### src/rtl/onehot_decoder_hold_pkg.sv
// Shared types and widths for the hold-stretched 3-to-8 one-hot decoder.
package onehot_decoder_hold_pkg;

    localparam int unsigned DEFAULT_HOLD_CYCLES = 4;
    localparam int unsigned CODE_W              = 3;
    localparam int unsigned ONEHOT_W            = 8;
    localparam int unsigned CNT_W               = 8;

    typedef enum logic {
        StIdle,
        StHold
    } state_e;

endpackage

### src/rtl/onehot_decoder_hold_dec3to8.sv
// Combinational binary-to-one-hot decode of a 3-bit index.
module dec3to8
    import onehot_decoder_hold_pkg::*;
(
    input  logic [CODE_W-1:0]   code,
    output logic [ONEHOT_W-1:0] onehot
);

    assign onehot = ONEHOT_W'(1) << code;

endmodule

### src/rtl/onehot_decoder_hold.sv
// Accepts a 3-bit code and holds its one-hot decode on dout for HOLD_CYCLES cycles.
module onehot_decoder_hold
    import onehot_decoder_hold_pkg::*;
#(
    parameter int unsigned HOLD_CYCLES = DEFAULT_HOLD_CYCLES
) (
    input  logic                clk,
    input  logic                rst_n,
    input  logic                en,
    input  logic                valid,
    input  logic [CODE_W-1:0]   code,
    output logic                ready,
    output logic [ONEHOT_W-1:0] dout,
    output logic                done,
    output logic                overrun
);

    // Counter is loaded with the number of further cycles to hold after the first.
    localparam logic [CNT_W-1:0] HoldLoad = CNT_W'(HOLD_CYCLES - 1);

    state_e               state_q, state_d;
    logic [CNT_W-1:0]     count_q, count_d;
    logic [ONEHOT_W-1:0]  dout_q, dout_d;
    logic                 done_q, done_d;
    logic                 overrun_q, overrun_d;
    logic [ONEHOT_W-1:0]  decoded;

    dec3to8 u_dec (
        .code   (code),
        .onehot (decoded)
    );

    // rst_n gates ready so nothing upstream sees a grant during reset.
    assign ready = rst_n && en && (state_q == StIdle);

    always_comb begin
        state_d   = state_q;
        count_d   = count_q;
        dout_d    = dout_q;
        done_d    = 1'b0;
        overrun_d = valid && !ready;

        if (!en) begin
            state_d = StIdle;
            count_d = '0;
            dout_d  = '0;
        end else begin
            unique case (state_q)
                StIdle: begin
                    if (valid) begin
                        state_d = StHold;
                        count_d = HoldLoad;
                        dout_d  = decoded;
                    end
                end
                StHold: begin
                    if (count_q != '0) begin
                        count_d = count_q - 1'b1;
                    end else begin
                        state_d = StIdle;
                        dout_d  = '0;
                        done_d  = 1'b1;
                    end
                end
                default: state_d = StIdle;
            endcase
        end
    end

    always_ff @(posedge clk or negedge rst_n) begin
        if (!rst_n) begin
            state_q   <= StIdle;
            count_q   <= '0;
            dout_q    <= '0;
            done_q    <= 1'b0;
            overrun_q <= 1'b0;
        end else begin
            state_q   <= state_d;
            count_q   <= count_d;
            dout_q    <= dout_d;
            done_q    <= done_d;
            overrun_q <= overrun_d;
        end
    end

    assign dout    = dout_q;
    assign done    = done_q;
    assign overrun = overrun_q;

endmodule

### config.mk
export PLATFORM = sky130hd
export DESIGN_NAME = onehot_decoder_hold
export DESIGN_NICKNAME = d
export VERILOG_FILES = /design/src/rtl/onehot_decoder_hold_pkg.sv /design/src/rtl/onehot_decoder_hold_dec3to8.sv /design/src/rtl/onehot_decoder_hold.sv
export SDC_FILE = /design/constraint.sdc
export NUM_CORES = 1
export LEC_CHECK = 0
export ABC_CLOCK_PERIOD_IN_PS = 3220
export BUFFER_PORTS_ARGS = -buffer_cell sky130_fd_sc_hd__buf_2
export CORE_UTILIZATION = 57
export DETAILED_ROUTE_END_ITERATION = 10
export PLACE_DENSITY = 0.82
export RECOVER_POWER = 50
export SYNTH_ARGS = -nofsm -noshare
export SYNTH_HDL_FRONTEND = slang
export SYNTH_SLANG_ARGS = --single-unit
### constraint.sdc
create_clock -name clk -period 3.22 [get_ports clk]
set_input_delay 0.644 -clock clk [delete_from_list [all_inputs] [get_ports clk]]
set_output_delay 0.644 -clock clk [all_outputs]
set_load 0.01 [all_outputs]
## Yosys cells after proc, flatten, opt, wreduce, memory -nomap -nowiden

Cells that the tools add are included.

| storage, ports and cells | value |
|---|---|
| register bits | 19 |
| latch bits | 0 |
| RAM bits | 0 |
| ROM bits | 0 |
| input port bits | 7 |
| word-level logic and storage cells | 33 |
| memories | 0 |

| cells by class | value |
|---|---|
| add/sub/neg operators | 1 |
| $mul | 0 |
| div/mod/pow operators | 0 |
| order comparisons | 0 |
| eq/ne operators | 3 |
| shifts and indexed selects | 1 |
| muxes and demuxes | 15 |
| bitwise logic cells | 1 |
| reduce and logical (&&, ||, !) cells | 7 |

Operators by type and width:

| kind | number |
|---|---|
| $mux 8 | 6 |
| $pmux 8 s2 | 2 |
| $reduce_bool 8->1 | 1 |
| $shl 1x3->8 const A | 1 |
| $sub 8x1->8 const B | 1 |
| $mux 1 | 6 |
| $ne 3x3->1 const B | 2 |
| $reduce_and 2->1 | 2 |
| $logic_and 1x1->1 | 3 |
| $ne 3x2->1 const B | 1 |
| $pmux 1 s2 | 1 |
| $logic_not 1->1 | 1 |
| $not 1->1 | 1 |

## Logic depth before layout (Yosys ltp)

Gate-level depths: netlist of run 1.

| depth | value |
|---|---|
| depth in word-level cells | 4 |
| gate-level depth with buffers | 6 |
| depth with buffers taken out | 6 |

## Hierarchy

A second synthesis of run 1 with hierarchy kept.

| second synthesis, totals | value |
|---|---|
| cells, all modules | 85 |
| area total of the unflattened synthesis | 935.9 um^2 |

By module, submodules not included:

| module | times used | cells each | area an instance (um^2) |
|---|---|---|---|
| onehot_decoder_hold | 1 | 77 | 870.8 |
| dec3to8 | 1 | 8 | 65.1 |

## Worst setup path after synthesis of run 1

OpenSTA, ideal clock, no wires.

| timing | value |
|---|---|
| kind | input to register |
| from | input en |
| to | register count_q[4] |
| setup time | 0.132 ns |
| arrival | 1.686 ns |
| required time | 3.088 ns |
| slack | 1.402 ns |
| cell stages on the path | 4 |
| buffers on the path | 0 |
| cells stage by stage | or4b_2 o211ai_1 xor2_1 nor2_1 |

| between the ends | value |
|---|---|
| cells in the longest elaborated chain, start to end | 2 |

RTL lines:

| what | RTL line | text |
|---|---|---|
| start, declared | onehot_decoder_hold.sv:9 | `input logic en,` |
| $ne 3x2->1 (no source line) or $ne 3x3->1 (tied branches) | - |  |
| $reduce_and 2->1 (no source line) | - |  |
| end signal, assigned | onehot_decoder_hold.sv:79 | `count_q <= count_d;` |
| end, declared | onehot_decoder_hold.sv:22 | `logic [CNT_W-1:0] count_q, count_d;` |

Several ways; a longest one is shown, not always the timed one.
A chain may end at the register's enable or synchronous reset.

## Worst setup path in the final report of run 1

| timing | value |
|---|---|
| from | input rst_n |
| to | output ready |

| between the ends | value |
|---|---|
| cells in the longest elaborated chain, start to end | 2 |

RTL lines:

| what | RTL line | text |
|---|---|---|
| start, declared | onehot_decoder_hold.sv:8 | `input logic rst_n,` |
| $logic_and 1x1->1 (2 in series) | onehot_decoder_hold.sv:34 | `assign ready = rst_n && en && (state_q == StIdle);` |
| end, declared | onehot_decoder_hold.sv:12 | `output logic ready,` |

Every way passes these cells.

==> flow_metrics.py, run 1 <==
metrics = {
    "run_status": {
        "outcome": "complete, no violations",
    },
    "grt": {
        "grt_first_pass_wirelength_um": 3263,
        "overflow": 0,
        "grt_usage_pct": 23.99,
        "grt_pass1_vias": 778,
        "antenna_found_initial": 0,
        "grt_max_degree": 21,
    },
    "detailed_routing": {
        "dr.pass1.iters": 4,
        "vias": 797,
        "wl_um": 1984,
        "wire_per_inst_um": 15.75,
        "dr_wl_met3_um": 106,
        "drc_errors": 0,
        "viasPerCell": 6.325,
        "highest_layer": "met4",
        "wl_met1_um": 886,
        "ant_nets": 0,
        "first_iter_violations": 20,
        "wl_met2_um": 969,
    },
    "critical_path": {
        "required_ps": 2580,
        "reg2reg_depth": 4,
        "crit_type": "in -> out",
        "startpoint_type": "input port",
        "r2r_setup_slack_ps": 1010,
        "crit_arrival_ps": 1790,
        "worstReg2RegStart": "state_q$_DFF_PN0_",
        "r2r_end": "dout[2]$_DFFE_PN0P_",
        "critPathMaxFanout": 20,
        "cp-startpoint": "rst_n",
        "crit_path_end_kind": "output pin",
    },
    "placement": {
        "io_buffer_count": 17,
        "finalWeightedCongestion": 0.8213,
        "place_area_um2": 1045,
        "place_ws_ps": 1041,
        "dp_hpwl_um": 1468,
    },
    "sta": {
        "hold_violations": 0,
        "tightest_slew_ps": 1014,
        "min_period_ps": 2432,
        "slew_violations": 0,
        "final.setup_skew_ps": 9.987,
        "setup_tns_ps": 0,
        "setup_viol": 0,
        "worst_slack_ps": 788.1,
        "clock.fmax_mhz": 411.2,
        "fin_crit_sh_pct": 75.52,
        "rsz0062_at_grt": "no",
        "slew-limit-headroom_pct": 32.38,
    },
    "power": {
        "cellLeakagePower_nw": 0.5155,
        "ir_drop_uv": 286.7,
        "power.density_nw_per_um2": 491.8,
    },
    "yosys": {
        "synth_cell_type_count": 29,
        "synthCells": 92,
        "syn_avg_cell_area_um2": 10.44,
        "syn_nets": 100,
        "ys_seq_area_share_pct": 49.48,
        "synth_seq_cells": 19,
        "syn_area_um2": 960.9,
        "yosys_warnings": 0,
    },
    "clock_network": {
        "clkLatencyLatePin_ps": 300,
        "cts-buffers-inserted": 3,
        "cts.sinks": 19,
        "cts_hold_buffers": 0,
        "clk_pin_slew_ps": 110,
        "post_cts.repair.setup_buffers": 0,
        "cts_resized": 0,
        "cts_tree": "yes",
        "htreeDepth": 1,
        "cts-root-buf": "clkbuf_4",
        "cts_buffer_depth": 2,
    },
    "finish": {
        "mostFrequentLayoutCells": "19 x dfrtp_1, 13 x nor2_1, 12 x buf_2, 8 x mux2_2, 6 x clkbuf_1",
        "num-fill-cells": 129,
        "stdcell_area_um2": 1065,
        "drive_above_1_share_pct": 23.64,
        "mostFrequentLayoutCell": "dfrtp_1",
        "area_growth_pct": 10.81,
        "fin_nets": 119,
        "num_antenna_cells": 0,
    },
    "floorplanning": {
        "die_y_um": 43.06,
        "io_pins": 18,
        "core_um2": 1541,
        "start_util_pct": 62.34,
        "die_x_um": 43.06,
        "placementRows": 14,
        "die-area_um2": 1854,
    },
    "job": {
        "drv_cap": 0,
    },
    "hold_path": {
        "hold_class": "in -> async",
    },
}
layer usage:
metal / vias up / GRT usage [%]
li1: 370 / -
met1: 390 / 31.09
met2: 33 / 39.39
met3: 4 / 5.106
met4: 0 / 9.091
met5: - / 0
cells by family after synthesis:
family                   after synthesis  share of synthesized area (%)
AO/OA/AOI/OAI                         14                          10.81
XOR/XNOR                               2                          1.823
adder cells (fa/ha/maj)                1                          1.302
buffers and inverters                  7                          3.775
flip-flops                            19                          49.48
multiplexers                           8                          9.375
AND/OR/NAND/NOR                       41                          23.44
worst max-delay path by stage:
stage          cells past startpoint                      to  slack (ps)
2_1_floorplan                      4  count_q[4]$_DFFE_PN0P_        1400
3_3_place_gp                       5  count_q[4]$_DFFE_PN0P_        1150
3_5_place_dp                       4     dout[2]$_DFFE_PN0P_        1040
4_1_cts                            4     dout[2]$_DFFE_PN0P_        1020
5_1_grt                            3                   ready         550
6_report                           3                   ready         790
sequential cells by signal, summed over array words and instances, names as in the netlist:
register,count
done,1
count_q,8
state_q,1
dout,8
overrun,1
power by group:
group          total, mW  internal, mW  switching, mW
registers          0.284         0.258         0.0264
logic              0.119        0.0505         0.0683
clock network      0.121        0.0482         0.0723
total              0.524         0.357          0.167
critical path, cell delays in order:
cell	delay [ps]
clkbuf_1	730
and2_0	260
buf_2	140
through the flow:
step	instances	hold WS, ps	utilization, %	total power, mW
global placement	122	486.8	67.78	0.3993
global route	126	539.1	69.07	0.5474
finish	126	483.3	69.07	0.5237
CTS	126	279.3	69.48	0.5254
detailed placement	122	493.8	67.78	0.4072
floorplan	92	348.4	-	0.3715
synth_stat cells:
| cell | count | area (um2) |
|---|---|---|
| mux2_2 | 8 | 90.09 |
| or4b_2 | 2 | 20.02 |
| nor2_1 | 13 | 48.80 |
| o211ai_1 | 2 | 15.01 |
| o2111ai_1 | 2 | 17.52 |
| a31oi_1 | 1 | 6.260 |
| inv_1 | 4 | 15.01 |
| a31o_1 | 1 | 8.760 |
| o31ai_1 | 2 | 15.01 |
| buf_6 | 1 | 11.26 |
| nor4b_1 | 1 | 8.760 |
| buf_2 | 1 | 5.000 |
| ha_1 | 1 | 12.51 |
| o21ai_0 | 1 | 5.000 |
| nand2b_1 | 4 | 25.02 |
| dfrtp_1 | 19 | 475.5 |
| or3_1 | 1 | 6.260 |
| a311oi_1 | 3 | 26.28 |
| a21oi_1 | 2 | 10.01 |
| or4_1 | 4 | 30.03 |
| clkbuf_2 | 1 | 5.000 |
| nor3b_1 | 1 | 7.510 |
| nor3_1 | 3 | 15.01 |
| nand3_1 | 5 | 25.02 |
| nor2b_1 | 1 | 6.260 |
| and2_1 | 2 | 12.51 |
| xor2_1 | 2 | 17.52 |
| nand2_1 | 3 | 11.26 |
| or3b_2 | 1 | 8.760 |
area by class of cell:
| class | instances | area, um2 | area share, % |
|---|---|---|---|
| Clock buffer | 4 | 26.28 | 2.468 |
| Inverter | 4 | 15.01 | 1.410 |
| Multi-Input combinational cell | 66 | 449.2 | 42.19 |
| Sequential cell | 19 | 475.5 | 44.65 |
| Tap cell | 16 | 20.02 | 1.880 |
| Timing Repair Buffer | 17 | 78.83 | 7.403 |
(Power assumes the default switching activity.)
==> run 2: changes to the inputs <==
- ABC_CLOCK_PERIOD_IN_PS: 3220 -> 2500
- CORE_UTILIZATION: 57 -> 53
- PLACE_DENSITY: 0.82 -> 0.77
- clock period: 3.22 -> 2.5 ns (I/O delays scaled with it)
==> flow_metrics.py, run 2 (synthesis gave the netlist of run 1 again) <==
metrics = {
    "clock_network": {
        "cts_buffer_depth": 2,
        "cts_resized": 0,
        "cts.sinks": 19,
        "clkLatencyLatePin_ps": 300,
        "clk_pin_slew_ps": 110,
        "htreeDepth": 1,
        "cts-buffers-inserted": 3,
        "post_cts.repair.setup_buffers": 0,
        "cts_hold_buffers": 0,
        "cts_tree": "yes",
        "cts-root-buf": "clkbuf_4",
    },
    "critical_path": {
        "crit_type": "reg -> reg",
        "path_buf_inv": 0,
        "cp-startpoint": "state_q$_DFF_PN0_",
        "worst-path-stages": 4,
        "max_stage_delay_ps": 560,
        "reg2reg_depth": 4,
        "cp_slowest_cell": "dfrtp_1",
        "crit_path_end_kind": "register",
        "startpoint_type": "register",
        "path_cells": "nor4b_1 > nand3_1 > nand2b_1 > mux2_2",
        "cp_top_family": "simple AND/OR/NAND/NOR gates",
        "worstReg2RegStart": "state_q$_DFF_PN0_",
        "crit_arrival_ps": 2330,
        "required_ps": 2700,
        "critPathMaxFanout": 13,
    },
    "floorplanning": {
        "core_um2": 1708,
        "io_pins": 18,
        "die_x_um": 44.58,
        "start_util_pct": 56.26,
        "die-area_um2": 1987,
        "placementRows": 15,
        "die_y_um": 44.58,
    },
    "sta": {
        "slew-limit-headroom_pct": 34.63,
        "rsz0062_at_grt": "no",
        "setup_viol": 0,
        "min_period_ps": 2135,
        "hold_violations": 0,
        "clock.fmax_mhz": 468.5,
        "fin_crit_sh_pct": 85.38,
        "tightest_slew_ps": 980.6,
        "setup_tns_ps": 0,
        "final.setup_skew_ps": 8.399,
        "slew_violations": 0,
    },
    "finish": {
        "stdcell_area_um2": 1089,
        "post-route-util_pct": 63.74,
        "mostFrequentLayoutCells": "19 x dfrtp_1, 13 x nor2_1, 13 x buf_2, 8 x mux2_2, 6 x clkbuf_1",
        "fin_nets": 121,
        "num-fill-cells": 153,
        "num_antenna_cells": 0,
        "mostFrequentLayoutCell": "dfrtp_1",
        "area_growth_pct": 13.28,
        "drive_above_1_share_pct": 25.00,
    },
    "detailed_routing": {
        "viasPerCell": 5.664,
        "ant_nets": 0,
        "vias": 776,
        "dr.pass1.iters": 4,
        "wl_um": 1858,
        "wire_per_inst_um": 13.56,
        "first_iter_violations": 20,
        "drc_errors": 0,
    },
    "power": {
        "power_uw": 672.9,
        "ir_drop_uv": 384.8,
        "cellLeakagePower_nw": 0.5240,
        "power.density_nw_per_um2": 618.2,
    },
    "grt": {
        "grt_max_degree": 20,
        "antenna_found_initial": 0,
        "grt_usage_pct": 22.65,
        "grt_first_pass_wirelength_um": 3153,
        "overflow": 0,
        "grt_pass1_vias": 704,
    },
    "placement": {
        "finalWeightedCongestion": 0.8403,
        "io_buffer_count": 17,
        "place_area_um2": 1071,
        "dp_hpwl_um": 1328,
    },
    "hold_path": {
        "hold_class": "in -> async",
    },
    "run_status": {
        "outcome": "complete, no violations",
    },
    "job": {
        "drv_cap": 0,
    },
}
[run 2: changes by cell type in the layout (fill, tap and decap cells not counted), sizes merged]
cell  change
buf       +2
[run 2: where the power goes]
group,internal (mW),switching (mW)
Sequential,0.332,0.0332
Combinational,0.0671,0.0842
Clock,0.0623,0.0938
Total,0.462,0.211
[run 2: final timing paths]
| kind | end | slack, ps |
|---|---|---|
| min reg2reg | dout[3]$_DFFE_PN0P_ | 520 |
| max reg2reg | dout[5]$_DFFE_PN0P_ | 370 |
| max | dout[5]$_DFFE_PN0P_ | 370 |
| min in group clk | overrun$_DFF_PN0_ | 500 |
| min | dout[5]$_DFFE_PN0P_ | 420 |
| max in group asynchronous | count_q[0]$_DFFE_PN0P_ | 1480 |
[run 2: through the flow]
step | std cells | worst slack, ps | hold slack, ps
2_1_floorplan | 92 | 740.8 | 204.4
3_3_place_gp | 133 | 515.3 | 483.2
3_5_place_dp | 133 | 408.2 | 487.9
4_1_cts | 137 | 387.7 | 156.4
5_1_grt | 137 | 222.0 | 511.1
6_report | 137 | 365.4 | 420.7
[run 2: routing by layer]
layer / vias to the layer above / wire length [um] / track usage, %
met5: - / 0 / 0
met4: 0 / 35 / 9.091
met3: 5 / 73 / 6.122
met2: 20 / 857 / 32.35
met1: 374 / 891 / 32.71
li1: 377 / - / -
[run 2: cell type report]
class                      instances  area (um2)  area share [%]
inverter                           4       15.01           1.379
sequential                        19       475.5           43.68
timing repair buffer              19       91.34           8.391
tap                               25       31.28           2.874
clock buffer                       4       26.28           2.414
multi-input combinational         66       449.2           41.26
==> run 3: changes to the inputs <==
- BUFFER_PORTS_ARGS: -buffer_cell sky130_fd_sc_hd__buf_2 -> unset
- CORE_UTILIZATION: 53 -> 60
- DONT_BUFFER_PORTS: unset -> 1
- PLACE_DENSITY: 0.77 -> 0.76
==> flow_metrics.py, run 3 (synthesis gave the netlist of run 1 again) <==
metrics = {
    "run_status": {
        "outcome": "complete, no violations",
    },
    "critical_path": {
        "path_cells": "nor4b_1 > nand3_1 > nand2b_1 > mux2_2",
        "cp_top_family": "simple AND/OR/NAND/NOR gates",
        "cp_slowest_cell": "dfrtp_1",
        "max_stage_delay_ps": 570,
        "critPathMaxFanout": 13,
        "crit_type": "reg -> reg",
        "crit_arrival_ps": 2350,
        "startpoint_type": "register",
        "required_ps": 2690,
        "crit_path_end_kind": "register",
        "path_buf_inv": 0,
    },
    "detailed_routing": {
        "vias": 715,
        "drc_errors": 0,
        "wire_per_inst_um": 16.14,
        "wl_um": 1775,
        "dr.pass1.iters": 4,
        "first_iter_violations": 14,
        "ant_nets": 0,
        "viasPerCell": 6.500,
    },
    "clock_network": {
        "cts_resized": 0,
        "cts-buffers-inserted": 3,
        "cts_tree": "yes",
        "cts.sinks": 19,
        "cts_buffer_depth": 2,
        "clkLatencyLatePin_ps": 300,
        "post_cts.repair.setup_buffers": 0,
        "htreeDepth": 1,
        "cts-root-buf": "clkbuf_4",
        "clk_pin_slew_ps": 110,
    },
    "sta": {
        "clock.fmax_mhz": 463.2,
        "slew_violations": 0,
        "final.setup_skew_ps": 10.02,
        "slew-limit-headroom_pct": 44.12,
        "min_period_ps": 2159,
        "tightest_slew_ps": 835.5,
        "rsz0062_at_grt": "no",
        "setup_tns_ps": 0,
        "setup_viol": 0,
        "hold_violations": 0,
        "fin_crit_sh_pct": 86.36,
        "worst_slack_ps": 341.0,
    },
    "floorplanning": {
        "core_um2": 1506,
        "placementRows": 14,
        "die_x_um": 42.02,
        "io_pins": 18,
        "die-area_um2": 1766,
        "start_util_pct": 63.79,
        "die_y_um": 42.02,
    },
    "placement": {
        "dp_hpwl_um": 1241,
        "place_ws_ps": 429.3,
        "io_buffer_count": 0,
        "finalWeightedCongestion": 0.8674,
        "place_area_um2": 959.7,
    },
    "grt": {
        "grt_pass1_vias": 690,
        "antenna_found_initial": 0,
        "grt_usage_pct": 22.49,
        "overflow": 0,
        "grt_first_pass_wirelength_um": 2911,
        "grt_max_degree": 20,
    },
    "power": {
        "power_uw": 654.4,
        "power.density_nw_per_um2": 656.2,
        "ir_drop_uv": 309.4,
        "cellLeakagePower_nw": 0.4591,
    },
    "finish": {
        "mostFrequentLayoutCells": "19 x dfrtp_1, 13 x nor2_1, 8 x mux2_2, 5 x nand3_1",
        "stdcell_area_um2": 997.2,
        "drive_above_1_share_pct": 15.96,
        "mostFrequentLayoutCell": "dfrtp_1",
        "num_antenna_cells": 0,
        "area_growth_pct": 3.776,
        "fin_nets": 103,
    },
    "job": {
        "drv_cap": 0,
    },
    "hold_path": {
        "hold_class": "in -> reg",
    },
}
run 3: metal layers:
metal,track usage [%],routed length (um)
met5,0,0
met4,14.37,40
met3,5.172,109
met2,39.38,866
met1,24.20,758
run 3: worst paths after layout:
check	end	startpoint	slack, ps	cells past startpoint
max in group asynchronous	done$_DFF_PN0_	rst_n	1240	1
worst min register to register	count_q[0]$_DFFE_PN0P_	count_q[0]$_DFFE_PN0P_	560	1
worst min-delay path	state_q$_DFF_PN0_	en	320	1
worst max-delay path	dout[3]$_DFFE_PN0P_	state_q$_DFF_PN0_	340	4
min in group asynchronous	count_q[6]$_DFFE_PN0P_	rst_n	740	1
worst max register to register	dout[3]$_DFFE_PN0P_	state_q$_DFF_PN0_	340	4
run 3: final cells by class:
type	count	area (um2)
clock buffers	3	22.52
inverters	4	15.01
well taps	16	20.02
multi-input cells	66	449.2
flip-flops and latches	19	475.5
fillers	126	509.2
repair buffers	1	10.01
clock inverters	1	5.005
run 3: repair_timing:
item | in CTS | in global routing
hold buffers | 1 | 0
endpoints found under the hold margin | 19 | 0
endpoints found under the setup margin | 0 | 0
run 3: where the power goes:
group | leakage [nW] | internal (mW) | switching, mW
sequential | 0.256 | 0.332 | 0.0380
combinational | 0.186 | 0.0586 | 0.0733
clock | 0.0177 | 0.0596 | 0.0924
run 3: per-stage QoR:
step / cells / hold slack (ps) / util, %
2_1_floorplan: 92 / 204.4 / -
3_3_place_gp: 105 / 204.8 / 63.70
3_5_place_dp: 105 / 204.8 / 63.70
4_1_cts: 110 / 319.6 / 66.20
5_1_grt: 110 / 312.2 / 66.20
6_report: 110 / 321.1 / 66.20
